===== config.mk =====
export PLATFORM = sky130hd
export DESIGN_NAME = nibble_serial_adder_flat
export DESIGN_NICKNAME = d
export VERILOG_FILES = /design/src/rtl/nibble_serial_adder_pkg.sv /design/src/rtl/nibble_serial_adder_if.sv /design/src/rtl/nibble_serial_adder_adder4.sv /design/src/rtl/nibble_serial_adder.sv /design/src/flat_wrapper.sv
export SDC_FILE = /design/constraint.sdc
export NUM_CORES = 1
export LEC_CHECK = 0
export BUFFER_PORTS_ARGS = -buffer_cell sky130_fd_sc_hd__buf_4
export CAP_MARGIN = 20
export CORE_MARGIN = 5
export CORE_UTILIZATION = 55
export DETAILED_ROUTE_END_ITERATION = 6
export GPL_ROUTABILITY_DRIVEN = 1
export GPL_TIMING_DRIVEN = 0
export PLACE_DENSITY = 0.81
export SKIP_LAST_GASP = 1
export SLEW_MARGIN = 20
export SYNTH_ARGS = -nofsm -noshare
export SYNTH_HDL_FRONTEND = slang
export SYNTH_SLANG_ARGS = --single-unit

===== constraint.sdc =====
create_clock -name clk_in -period 4.2 [get_ports clk_in]
set_input_delay 0.21 -clock clk_in [delete_from_list [all_inputs] [get_ports clk_in]]
set_output_delay 0.21 -clock clk_in [all_outputs]
set_load 0.1 [all_outputs]

===== src/rtl/nibble_serial_adder_pkg.sv =====
// Shared constants, FSM state type and sizing helper for the nibble-serial adder.
package adder_pkg;

  localparam int NIBBLE_W = 4;

  typedef enum logic [1:0] {
    IDLE,
    CALC,
    DONE
  } adder_state_t;

  function automatic int nibbles_for(input int width);
    return width / NIBBLE_W;
  endfunction

endpackage


===== src/rtl/nibble_serial_adder_if.sv =====
// Operand/result handshake bundle for nibble_serial_adder.
// The sub_in signal exists only when NIBBLE_SERIAL_ADDER_SUB_EN is defined.
interface nibble_serial_adder_if #(
  parameter int WIDTH = 32
);

  logic             valid_in;
  logic             ready_out;
  logic [WIDTH-1:0] a_in;
  logic [WIDTH-1:0] b_in;
  logic             carry_in;
  logic             valid_out;
  logic             ready_in;
  logic [WIDTH-1:0] sum;
  logic             carry_out;
  logic             busy;
`ifdef NIBBLE_SERIAL_ADDER_SUB_EN
  logic             sub_in;
`endif

  modport master (
`ifdef NIBBLE_SERIAL_ADDER_SUB_EN
    output sub_in,
`endif
    output valid_in, a_in, b_in, carry_in, ready_in,
    input  ready_out, valid_out, sum, carry_out, busy
  );

  modport slave (
`ifdef NIBBLE_SERIAL_ADDER_SUB_EN
    input  sub_in,
`endif
    input  valid_in, a_in, b_in, carry_in, ready_in,
    output ready_out, valid_out, sum, carry_out, busy
  );

endinterface


===== src/rtl/nibble_serial_adder_adder4.sv =====
// The existing 4-bit adder used as the per-nibble datapath.
module adder4 (
  input  logic [3:0] a,
  input  logic [3:0] b,
  input  logic       cin,
  output logic [3:0] s,
  output logic       cout
);

  assign {cout, s} = {1'b0, a} + {1'b0, b} + {4'b0000, cin};

endmodule


===== src/rtl/nibble_serial_adder.sv =====
// WIDTH-bit adder that reuses one adder4 over WIDTH/4 cycles, LSB nibble first.
// Define NIBBLE_SERIAL_ADDER_SUB_EN to add a sub_in control computing a + ~b + 1.
module nibble_serial_adder
  import adder_pkg::*;
#(
  parameter int WIDTH = 32
) (
  input  logic                  clk_in,
  input  logic                  rst_n_in,
  nibble_serial_adder_if.slave  bus
);

  localparam int NIBBLES = nibbles_for(WIDTH);
  localparam int CNT_W   = $clog2(NIBBLES);
  localparam logic [CNT_W-1:0] LAST = CNT_W'(NIBBLES - 1);

  adder_state_t         state;
  adder_state_t         state_nxt;
  logic [WIDTH-1:0]     a_lat;
  logic [WIDTH-1:0]     b_lat;
  logic [WIDTH-1:0]     sum_r;
  logic                 carry_r;
  logic                 cout_r;
  logic [CNT_W-1:0]     cnt;
  logic [NIBBLE_W-1:0]  a_nib;
  logic [NIBBLE_W-1:0]  b_nib;
  logic [NIBBLE_W-1:0]  s_nib;
  logic                 c_nib;
  logic                 accept;
  logic                 last;

  assign accept = (state == IDLE) && bus.valid_in;
  assign last   = (cnt == LAST);

  always_ff @(posedge clk_in or negedge rst_n_in) begin
    if (!rst_n_in) state <= IDLE;
    else           state <= state_nxt;
  end

  always_comb begin
    state_nxt = state;
    case (state)
      IDLE:    if (bus.valid_in) state_nxt = CALC;
      CALC:    if (last)         state_nxt = DONE;
      DONE:    if (bus.ready_in) state_nxt = IDLE;
      default:                   state_nxt = IDLE;
    endcase
  end

  always_comb begin
    bus.ready_out = (state == IDLE);
    bus.valid_out = (state == DONE);
    bus.busy      = (state != IDLE);
  end

  assign bus.sum       = sum_r;
  assign bus.carry_out = cout_r;

  assign a_nib = a_lat[NIBBLE_W*cnt +: NIBBLE_W];

`ifdef NIBBLE_SERIAL_ADDER_SUB_EN
  logic sub_lat;
  // Subtraction inverts B as it is consumed; the forced carry-in supplies the +1.
  assign b_nib = b_lat[NIBBLE_W*cnt +: NIBBLE_W] ^ {NIBBLE_W{sub_lat}};

  always_ff @(posedge clk_in or negedge rst_n_in) begin
    if (!rst_n_in)   sub_lat <= 1'b0;
    else if (accept) sub_lat <= bus.sub_in;
  end
`else
  assign b_nib = b_lat[NIBBLE_W*cnt +: NIBBLE_W];
`endif

  adder4 u_adder4 (
    .a    (a_nib),
    .b    (b_nib),
    .cin  (carry_r),
    .s    (s_nib),
    .cout (c_nib)
  );

  always_ff @(posedge clk_in or negedge rst_n_in) begin
    if (!rst_n_in) begin
      a_lat   <= '0;
      b_lat   <= '0;
      sum_r   <= '0;
      carry_r <= 1'b0;
      cout_r  <= 1'b0;
      cnt     <= '0;
    end else if (accept) begin
      a_lat   <= bus.a_in;
      b_lat   <= bus.b_in;
`ifdef NIBBLE_SERIAL_ADDER_SUB_EN
      carry_r <= bus.sub_in | bus.carry_in;
`else
      carry_r <= bus.carry_in;
`endif
      sum_r   <= '0;
      cnt     <= '0;
    end else if (state == CALC) begin
      sum_r[NIBBLE_W*cnt +: NIBBLE_W] <= s_nib;
      carry_r <= c_nib;
      cnt     <= cnt + 1'b1;
      if (last) cout_r <= c_nib;
    end
  end

endmodule


===== src/flat_wrapper.sv =====
// flat-port wrapper written by rule: the top's interface ports become plain ports
module nibble_serial_adder_flat import adder_pkg::*;
#(
  parameter int WIDTH = 32
)
  (clk_in, rst_n_in, bus_valid_in, bus_a_in, bus_b_in, bus_carry_in, bus_ready_in, bus_ready_out, bus_valid_out, bus_sum, bus_carry_out, bus_busy);
  nibble_serial_adder_if #(.WIDTH(WIDTH)) bus_i ();
  input  logic clk_in;
  input  logic rst_n_in;
  input wire logic [$bits(bus_i.valid_in)-1:0] bus_valid_in;
  input wire logic [$bits(bus_i.a_in)-1:0] bus_a_in;
  input wire logic [$bits(bus_i.b_in)-1:0] bus_b_in;
  input wire logic [$bits(bus_i.carry_in)-1:0] bus_carry_in;
  input wire logic [$bits(bus_i.ready_in)-1:0] bus_ready_in;
  output wire logic [$bits(bus_i.ready_out)-1:0] bus_ready_out;
  output wire logic [$bits(bus_i.valid_out)-1:0] bus_valid_out;
  output wire logic [$bits(bus_i.sum)-1:0] bus_sum;
  output wire logic [$bits(bus_i.carry_out)-1:0] bus_carry_out;
  output wire logic [$bits(bus_i.busy)-1:0] bus_busy;
  assign bus_i.valid_in = bus_valid_in;
  assign bus_i.a_in = bus_a_in;
  assign bus_i.b_in = bus_b_in;
  assign bus_i.carry_in = bus_carry_in;
  assign bus_i.ready_in = bus_ready_in;
  assign bus_ready_out = bus_i.ready_out;
  assign bus_valid_out = bus_i.valid_out;
  assign bus_sum = bus_i.sum;
  assign bus_carry_out = bus_i.carry_out;
  assign bus_busy = bus_i.busy;
  nibble_serial_adder #(.WIDTH(WIDTH)) u_core (.clk_in(clk_in), .rst_n_in(rst_n_in), .bus(bus_i));
endmodule

==> metrics.md, run 1 <==
| Metric | Value |
|---|---|
| Initial antenna violation count | `0` |
| Cell area power density | `between 800 and 900 nW/um^2` |
| Final count of hold timing violations | `0` |
| CTS H-tree lvls | `3` |
| Clk Tree Root Cell | `sky130_fd_sc_hd__clkbuf_8` |
| Post-route standard cell area excluding fillers | `slightly below 6000 um^2` |
| Via count of the routed design | `3928` |
| Worst Hold Launch | `bus_a_in[27]` |
| Type of the tightest min-delay check | `in -> reg` |
| Portion of total power attributed to the clock network | `11.0%` |
| Fill cell total of the finished layout | `approximately 700` |
| Fmax | `roughly 280 MHz` |
| Global-route congestion overflow total | `0` |
| P_sw | `roughly 2700 uW` |
| Part of the power in combinational logic | `between 50% and 60%` |
| DRC violations left | `0` |
| Detail Placement HPWL | `8610 um` |
| Antenna Cells | `0` |
| Switching part of the total | `roughly 50%` |
| Yosys cell types | `40` |
| Share of synthesized area occupied by flip-flops and latches | `a little over half` |
| Cell area reported after detailed placement | `around 5700 um^2` |
| Ratio of cells with drive above 1 in the final layout | `23.2%` |
| CTS tree | `yes` |
| Count of TritonRoute iterations in the first routing pass | `5` |
| Worst Path Required | `between 4 and 5 ns` |
| Number of synthesized flops with an enable pin | `0` |
| Shortest period the worst path allows | `approximately 3.6 ns` |
| Top post-synthesis cells by count | `sky130_fd_sc_hd__nand2_1 (225), sky130_fd_sc_hd__dfrtp_1 (103), sky130_fd_sc_hd__nand3_1 (21)` |
| Hold slack final | `around 0.024 ns` |
| Dominant cells by area after synthesis | `sky130_fd_sc_hd__dfrtp_1 (53%), sky130_fd_sc_hd__nand2_1 (18%), sky130_fd_sc_hd__mux4_2 (5.1%)` |
| Initial standard-cell utilization of the core | `55.8%` |
| Source of the worst register-to-register timing path | `u_core.cnt[0]$_DFFE_PN0P_` |
| Max-Slew Margin vs Limit | `39.0%` |
| Number of violations reported at the end of detailed-routing iteration 0 | `roughly 230` |
| Post-Synthesis Cells | `between 400 and 500` |
| Global routing usage summed across all routing layers | `22.2%` |
| Total negative slack for setup checks | `0 ns` |
| Number of synthesis warnings | `0` |
| Clock tree sinks | `103` |
| Number of buffers inserted during clock tree synthesis | `9` |
| Final net count | `696` |
| Top FF cell, synth | `sky130_fd_sc_hd__dfrtp_1` |
| CTS Hold Buffers Added | `1` |
| Startpoint type of the worst setup path | `flip-flop` |
| ANT nets after route | `0` |
| Crit-path max FO | `10` |
| Final weighted congestion in routability-driven placement | `approximately 0.82` |
| Setup repair after global routing missed its margin | `no` |
| Worst vdd rail ir drop | `~0.39 mV` |
| Average cell area after synthesis | `9.66 um^2` |
| Share of power burned in registers | `30.7%` |
| Number of endpoints failing setup at the final stage | `0` |
| Run status | `complete, no violations` |
| Arr. time, crit path | `between 3 and 4 ns` |
| Cell taking the most area after synthesis | `sky130_fd_sc_hd__dfrtp_1` |
| Final WL | `approximately 12000 um` |
| Count of buffers inserted at the top-level ports | `104` |
| Internal power | `about 2600 uW` |
| Slew at the pin closest to its max-slew limit | `between 0.9 and 1 ns` |
| Wire length of the first global-routing pass | `19500 um` |
| Number of standard cells in the layout, taps in and fillers out | `728` |
| Cell leakage power | `between 0.003 and 0.004 uW` |
| Number of global-route vias before repair | `4035` |
| Cell area after technology mapping | `roughly 4800 um^2` |
| Post-CTS setup repair buffer count | `0` |
| Horizontal extent of the die | `~100 um` |
| Worst-Skew Late Latency | `about 0.37 ns` |
| Worst clock skew | `0.0125 ns` |
| Largest net degree at the start of global routing | `104` |
| Dpl ws | `0.573 ns` |
| Avg WL per Cell | `roughly 16 um` |
| CP Capture Type | `flip-flop` |
| Cell row count | `34` |
| Most numerous cell in the Yosys netlist | `sky130_fd_sc_hd__nand2_1` |
| Count of state elements after synthesis | `about 100` |
| Cells resized by post-CTS repair | `0` |
| Via/cell ratio | `around 5.4` |
| Placeable core region | `approximately 8600 um^2` |
| Post-route fraction of the period consumed by the critical path | `between 80% and 90%` |
| Yosys top cell area share | `a little over half` |
| Clock transition at the register clock pins on the worst setup and hold paths after CTS | `around 0.10 ns` |
| Layout overhead on the synthesized area | `23.1%` |
| Die extent in y | `104 um` |
| Max-slew violation total from the final report | `0` |
| Instance count after placement with tap cells included | `a little over 700` |
| CTS max path bufs | `2` |
| DIE AREA | `10700 um^2` |
| Max-capacitance violation count | `0` |
| Syn_nets | `580` |
| Critical path launch point | `u_core.cnt[0]$_DFFE_PN0P_` |
| Worst-case setup margin in the final layout | `~0.57 ns` |
| Class of the most critical setup path | `reg -> reg` |
| Proportion of synthesized flip-flops having asynchronous set or reset | `100%` |
| # IOs | `105` |
## path summary, 6_finish.rpt
check,to,slack [ns],cells after the start
max in group asynchronous,u_core.a_lat[14]$_DFFE_PN0P_,3.07,2
setup reg to reg,u_core.bus.sum[3]$_DFFE_PN0P_,0.57,10
setup / recovery,u_core.bus.sum[3]$_DFFE_PN0P_,0.57,10
hold reg to reg,u_core.a_lat[3]$_DFFE_PN0P_,0.48,2
min in group asynchronous,u_core.bus.sum[30]$_DFFE_PN0P_,0.52,2
hold / removal,u_core.a_lat[27]$_DFFE_PN0P_,0.02,3
## area by class of cell
| cell class | instances | area (um^2) | area share, % |
|---|---|---|---|
| Clock buffer | 12 | 155 | 2.61 |
| Clock inverter | 4 | 30.0 | 0.506 |
| Sequential cell | 103 | 2580 | 43.4 |
| Inverter | 7 | 26.3 | 0.443 |
| Buffer | 27 | 125 | 2.11 |
| Multi-Input combinational cell | 362 | 2090 | 35.2 |
| Tap cell | 108 | 135 | 2.28 |
| Timing Repair Buffer | 105 | 795 | 13.4 |
## per-stage QoR
step	utilization (%)	total power, uW
2_1_floorplan	-	3930
3_3_place_gp	66.4	4640
3_5_place_dp	66.4	4750
4_1_cts	68.7	5350
5_1_grt	68.7	5670
6_report	68.7	5320
## metal layers
layer	share of wire (%)	up-vias	global-route usage [%]	wire length (um)
li1	-	1869	-	-
met1	42	1904	29.2	4930
met2	49	135	37.3	5700
met3	6.6	20	4.54	766
met4	2.0	0	6.28	229
met5	0	-	0	0
## power by group through the flow
stage               Clock, uW  Combinational, uW  Sequential, uW
CTS                       592               3120            1630
global placement            0               3010            1630
detailed placement          0               3100            1660
finish                    587               3100            1630
floorplan                   0               1560            2370
global route              626               3360            1690
## layout by cell type, fill, tap and decap left out, drive strengths merged, types with 5 or more instances in the layout
master	synthesis	final
mux4	16	16
buf	8	112
mux2i	14	14
nand2	225	225
clkbuf	19	31
o21ai	11	11
ha	10	10
o31ai	6	6
inv	6	6
and2	5	5
nand3	21	21
nor2	19	19
dfrtp	103	103
## state kept, by name, indices dropped and copies added, names as in the netlist
signal                flops
u_core.bus.carry_out      1
u_core.carry_r            1
u_core.bus.sum           32
u_core.b_lat             32
u_core.a_lat             32
u_core.cnt                3
u_core.state              2
## worst max-delay path, stage by stage (launching register included)
cell,delay (ns)
sky130_fd_sc_hd__dfrtp_1,0.43
sky130_fd_sc_hd__buf_2,0.29
sky130_fd_sc_hd__buf_2,0.41
sky130_fd_sc_hd__mux4_2,0.57
sky130_fd_sc_hd__nand2_1,0.10
sky130_fd_sc_hd__nand2_1,0.08
sky130_fd_sc_hd__fa_1,0.43
sky130_fd_sc_hd__a21o_1,0.18
sky130_fd_sc_hd__a21oi_1,0.18
sky130_fd_sc_hd__xor2_1,0.59
sky130_fd_sc_hd__o21ai_0,0.21
## kinds of logic (layout without fill, tap and decap cells)
| group | after synthesis | after routing | share of synthesized area, % |
|---|---|---|---|
| fa+ha+maj | 12 | 12 | 3.43 |
| simple gates | 291 | 291 | 25.0 |
| buf+inv | 34 | 155 | 3.14 |
| mux | 31 | 31 | 11.0 |
| compound gates | 26 | 26 | 3.53 |
| xor+xnor | 2 | 2 | 0.364 |
| flops | 103 | 103 | 53.5 |
No activity file was read; power rests on OpenSTA's default activity.
==> inputs of run 2 (changes only) <==
--- a/config.mk
+++ b/config.mk
@@ -8,5 +8,4 @@
 export BUFFER_PORTS_ARGS = -buffer_cell sky130_fd_sc_hd__buf_4
 export CAP_MARGIN = 20
-export CORE_MARGIN = 5
 export CORE_UTILIZATION = 55
 export DETAILED_ROUTE_END_ITERATION = 6
==> constraint.sdc (replaced) <==
create_clock -name clk_in -period 4.2 [get_ports clk_in]
set_input_delay 0.84 -clock clk_in [delete_from_list [all_inputs] [get_ports clk_in]]
set_output_delay 0.84 -clock clk_in [all_outputs]
set_load 0.1 [all_outputs]
==> run 2 against run 1 <==
  * Via count is 0.79% higher
  * Sequential share of layout area is 0.064 points lower
  * Die area is 15% lower
  * Non-clock buffer count is 1 lower
  * Register-to-register slack better by 0.05 ns
  * Utilization is 2.5 points higher
  * Cell count is 0.55% lower
  * Worst setup slack better by 0.052 ns
==> metrics.md, run 2 (synthesis gave the netlist of run 1 again) <==
| Metric | Value |
|---|---|
| Horizontal extent of the die | `between 90 and 100 um` |
| Cell area power density | `909 nW/um^2` |
| Leading cell types in the layout, fill and taps excluded | `sky130_fd_sc_hd__nand2_1 (225), sky130_fd_sc_hd__buf_4 (103), sky130_fd_sc_hd__dfrtp_1 (103)` |
| Placeable core region | `roughly 8300 um^2` |
| Clock transition at the register clock pins on the worst setup and hold paths after CTS | `~0.1 ns` |
| Final count of hold timing violations | `0` |
| Detail Placement HPWL | `approximately 8200 um` |
| Post-CTS setup repair buffer count | `0` |
| Slew at the pin closest to its max-slew limit | `about 0.95 ns` |
| Antenna Cells | `0` |
| Largest net degree at the start of global routing | `around 100` |
| Wire length of the first global-routing pass | `18700 um` |
| Die extent in y | `95.6 um` |
| Crit-path max FO | `10` |
| Setup repair after global routing missed its margin | `no` |
| PnR Total Power | `roughly 5400 uW` |
| Hold-critical path depth | `2` |
| Final net count | `between 600 and 700` |
| Most common cell after layout, fill and taps aside | `sky130_fd_sc_hd__nand2_1` |
| Critical path, cell by cell | `buf_2 > buf_2 > mux4_2 > nand2_1 > nand2_1 > fa_1 > a21o_1 > a21oi_1 > xor2_1 > o31ai_1` |
| Class of the most critical setup path | `reg -> reg` |
| Global routing usage summed across all routing layers | `27.7%` |
| Path depth of the worst reg2reg path | `10` |
| Source of the worst register-to-register timing path | `u_core.cnt[0]$_DFFE_PN0P_` |
| Max-capacitance violation count | `0` |
| CTS tree | `yes` |
| Post-route fraction of the period consumed by the critical path | `85.2%` |
| Number of violations reported at the end of detailed-routing iteration 0 | `220` |
| Cell row count | `33` |
| Initial antenna violation count | `0` |
| Worst-Skew Late Latency | `roughly 0.37 ns` |
| Type of the tightest min-delay check | `reg -> reg` |
| Cell leakage power | `between 0.003 and 0.004 uW` |
| Clock tree sinks | `between 100 and 150` |
| Via count of the routed design | `3959` |
| CP Capture Type | `flip-flop` |
| Number of buffers inserted during clock tree synthesis | `9` |
| Max-slew violation total from the final report | `0` |
| Final weighted congestion in routability-driven placement | `approximately 0.79` |
| CTS max path bufs | `2` |
| Terminus of the critical flop-to-flop path | `u_core.bus.sum[7]$_DFFE_PN0P_` |
| Endpoint, Worst Hold | `u_core.a_lat[7]$_DFFE_PN0P_` |
| Shortest period the worst path allows | `about 3.6 ns` |
| Number of endpoints failing setup at the final stage | `0` |
| ANT nets after route | `0` |
| Count of TritonRoute iterations in the first routing pass | `4` |
| Total negative slack for setup checks | `0 ns` |
| Initial standard-cell utilization of the core | `57.8%` |
| R2R Setup Slk | `~0.62 ns` |
| Worst clock skew | `about 0.011 ns` |
| Run status | `complete, no violations` |
| DRC violations left | `0` |
| Count of buffers inserted at the top-level ports | `~100` |
| Worst-case setup margin in the final layout | `just over 0.6 ns` |
| Layout overhead on the synthesized area | `23.3%` |
| Worst vdd rail ir drop | `~0.45 mV` |
| Clk Tree Root Cell | `sky130_fd_sc_hd__clkbuf_8` |
| Worst Path Required | `roughly 4.4 ns` |
| Avg WL per Cell | `between 15 and 20 um` |
| Cells resized by post-CTS repair | `0` |
| Biggest cell delay along the critical path | `about 0.6 ns` |
| CTS Hold Buffers Added | `0` |
| Worst Hold Launch | `u_core.a_lat[7]$_DFFE_PN0P_` |
| Via/cell ratio | `5.47` |
| Max-Slew Margin vs Limit | `between 30% and 40%` |
| Startpoint type of the worst setup path | `flip-flop` |
| Dpl ws | `~0.66 ns` |
| # IOs | `about 110` |
| Number of global-route vias before repair | `just under 4000` |
| Ratio of cells with drive above 1 in the final layout | `23.4%` |
| Cell with the biggest individual delay on the critical path | `sky130_fd_sc_hd__mux4_2` |
| Final WL | `approximately 12000 um` |
| Hold slack final | `approximately 0.48 ns` |
| Arr. time, crit path | `about 3.8 ns` |
| DIE AREA | `9140 um^2` |
| Fmax | `approximately 280 MHz` |
| Global-route congestion overflow total | `0` |
| CTS H-tree lvls | `3` |
run 2: cell count changes in the layout (fill, tap and decap cells not counted):
cell,delta
sky130_fd_sc_hd__clkbuf_1,-1
sky130_fd_sc_hd__bufinv_16,+1
sky130_fd_sc_hd__clkinvlp_4,+2
sky130_fd_sc_hd__clkinv_2,-1
sky130_fd_sc_hd__dlygate4sd3_1,-1
sky130_fd_sc_hd__clkbuf_8,-1
run 2: worst max-delay path by stage:
| stage | start | endpoint | slack, ns |
|---|---|---|---|
| 2_1_floorplan | u_core.state[1]$_DFFE_PN0P_ | bus_busy | 0.67 |
| 3_3_place_gp | u_core.cnt[0]$_DFFE_PN0P_ | u_core.bus.sum[3]$_DFFE_PN0P_ | 0.72 |
| 3_5_place_dp | u_core.cnt[0]$_DFFE_PN0P_ | u_core.bus.sum[3]$_DFFE_PN0P_ | 0.66 |
| 4_1_cts | u_core.cnt[0]$_DFFE_PN0P_ | u_core.bus.sum[7]$_DFFE_PN0P_ | 0.62 |
| 5_1_grt | u_core.cnt[0]$_DFFE_PN0P_ | u_core.bus.sum[3]$_DFFE_PN0P_ | 0.40 |
| 6_report | u_core.cnt[0]$_DFFE_PN0P_ | u_core.bus.sum[7]$_DFFE_PN0P_ | 0.62 |
run 2: layout make-up:
class                      count  area [um^2]
sequential                   103         2580
fill                         645         2400
multi-input combinational    362         2090
timing repair buffer         104          785
clock buffer                  10          138
tap                          105          131
buffer                        27          125
clock inverter                 6         70.1
inverter                       7         26.3
run 2: power by group:
| group | switching [uW] | internal [uW] | total, uW |
|---|---|---|---|
| logic | 2120 | 990 | 3110 |
| registers | 239 | 1410 | 1640 |
| clock network | 351 | 294 | 645 |
run 2: per-stage QoR:
step / utilization [%] / std cells / cell area [um^2]
2_1_floorplan: - / 499 / 4820
4_1_cts: 71.2 / 724 / 5940
5_1_grt: 71.2 / 724 / 5940
3_3_place_gp: 68.7 / 708 / 5730
6_report: 71.2 / 724 / 5940
3_5_place_dp: 68.8 / 708 / 5730
run 2: critical path, delay by kind of cell, from the launching register on:
kind / cells / cell delay (ns)
adder cells (fa/ha/maj): 1 / 0.41
flip-flops: 1 / 0.40
AO/OA/AOI/OAI: 3 / 0.57
buffers and inverters: 2 / 0.70
AND/OR/NAND/NOR: 2 / 0.17
XOR/XNOR: 1 / 0.59
multiplexers: 1 / 0.59
run 2: routing by layer:
metal,GRT usage (%),share of wire (%),up-vias
li1,-,-,1873
met1,36.2,42,1913
met2,45.7,50,144
met3,4.86,5.4,29
met4,11.8,2.8,0
met5,0,0,-
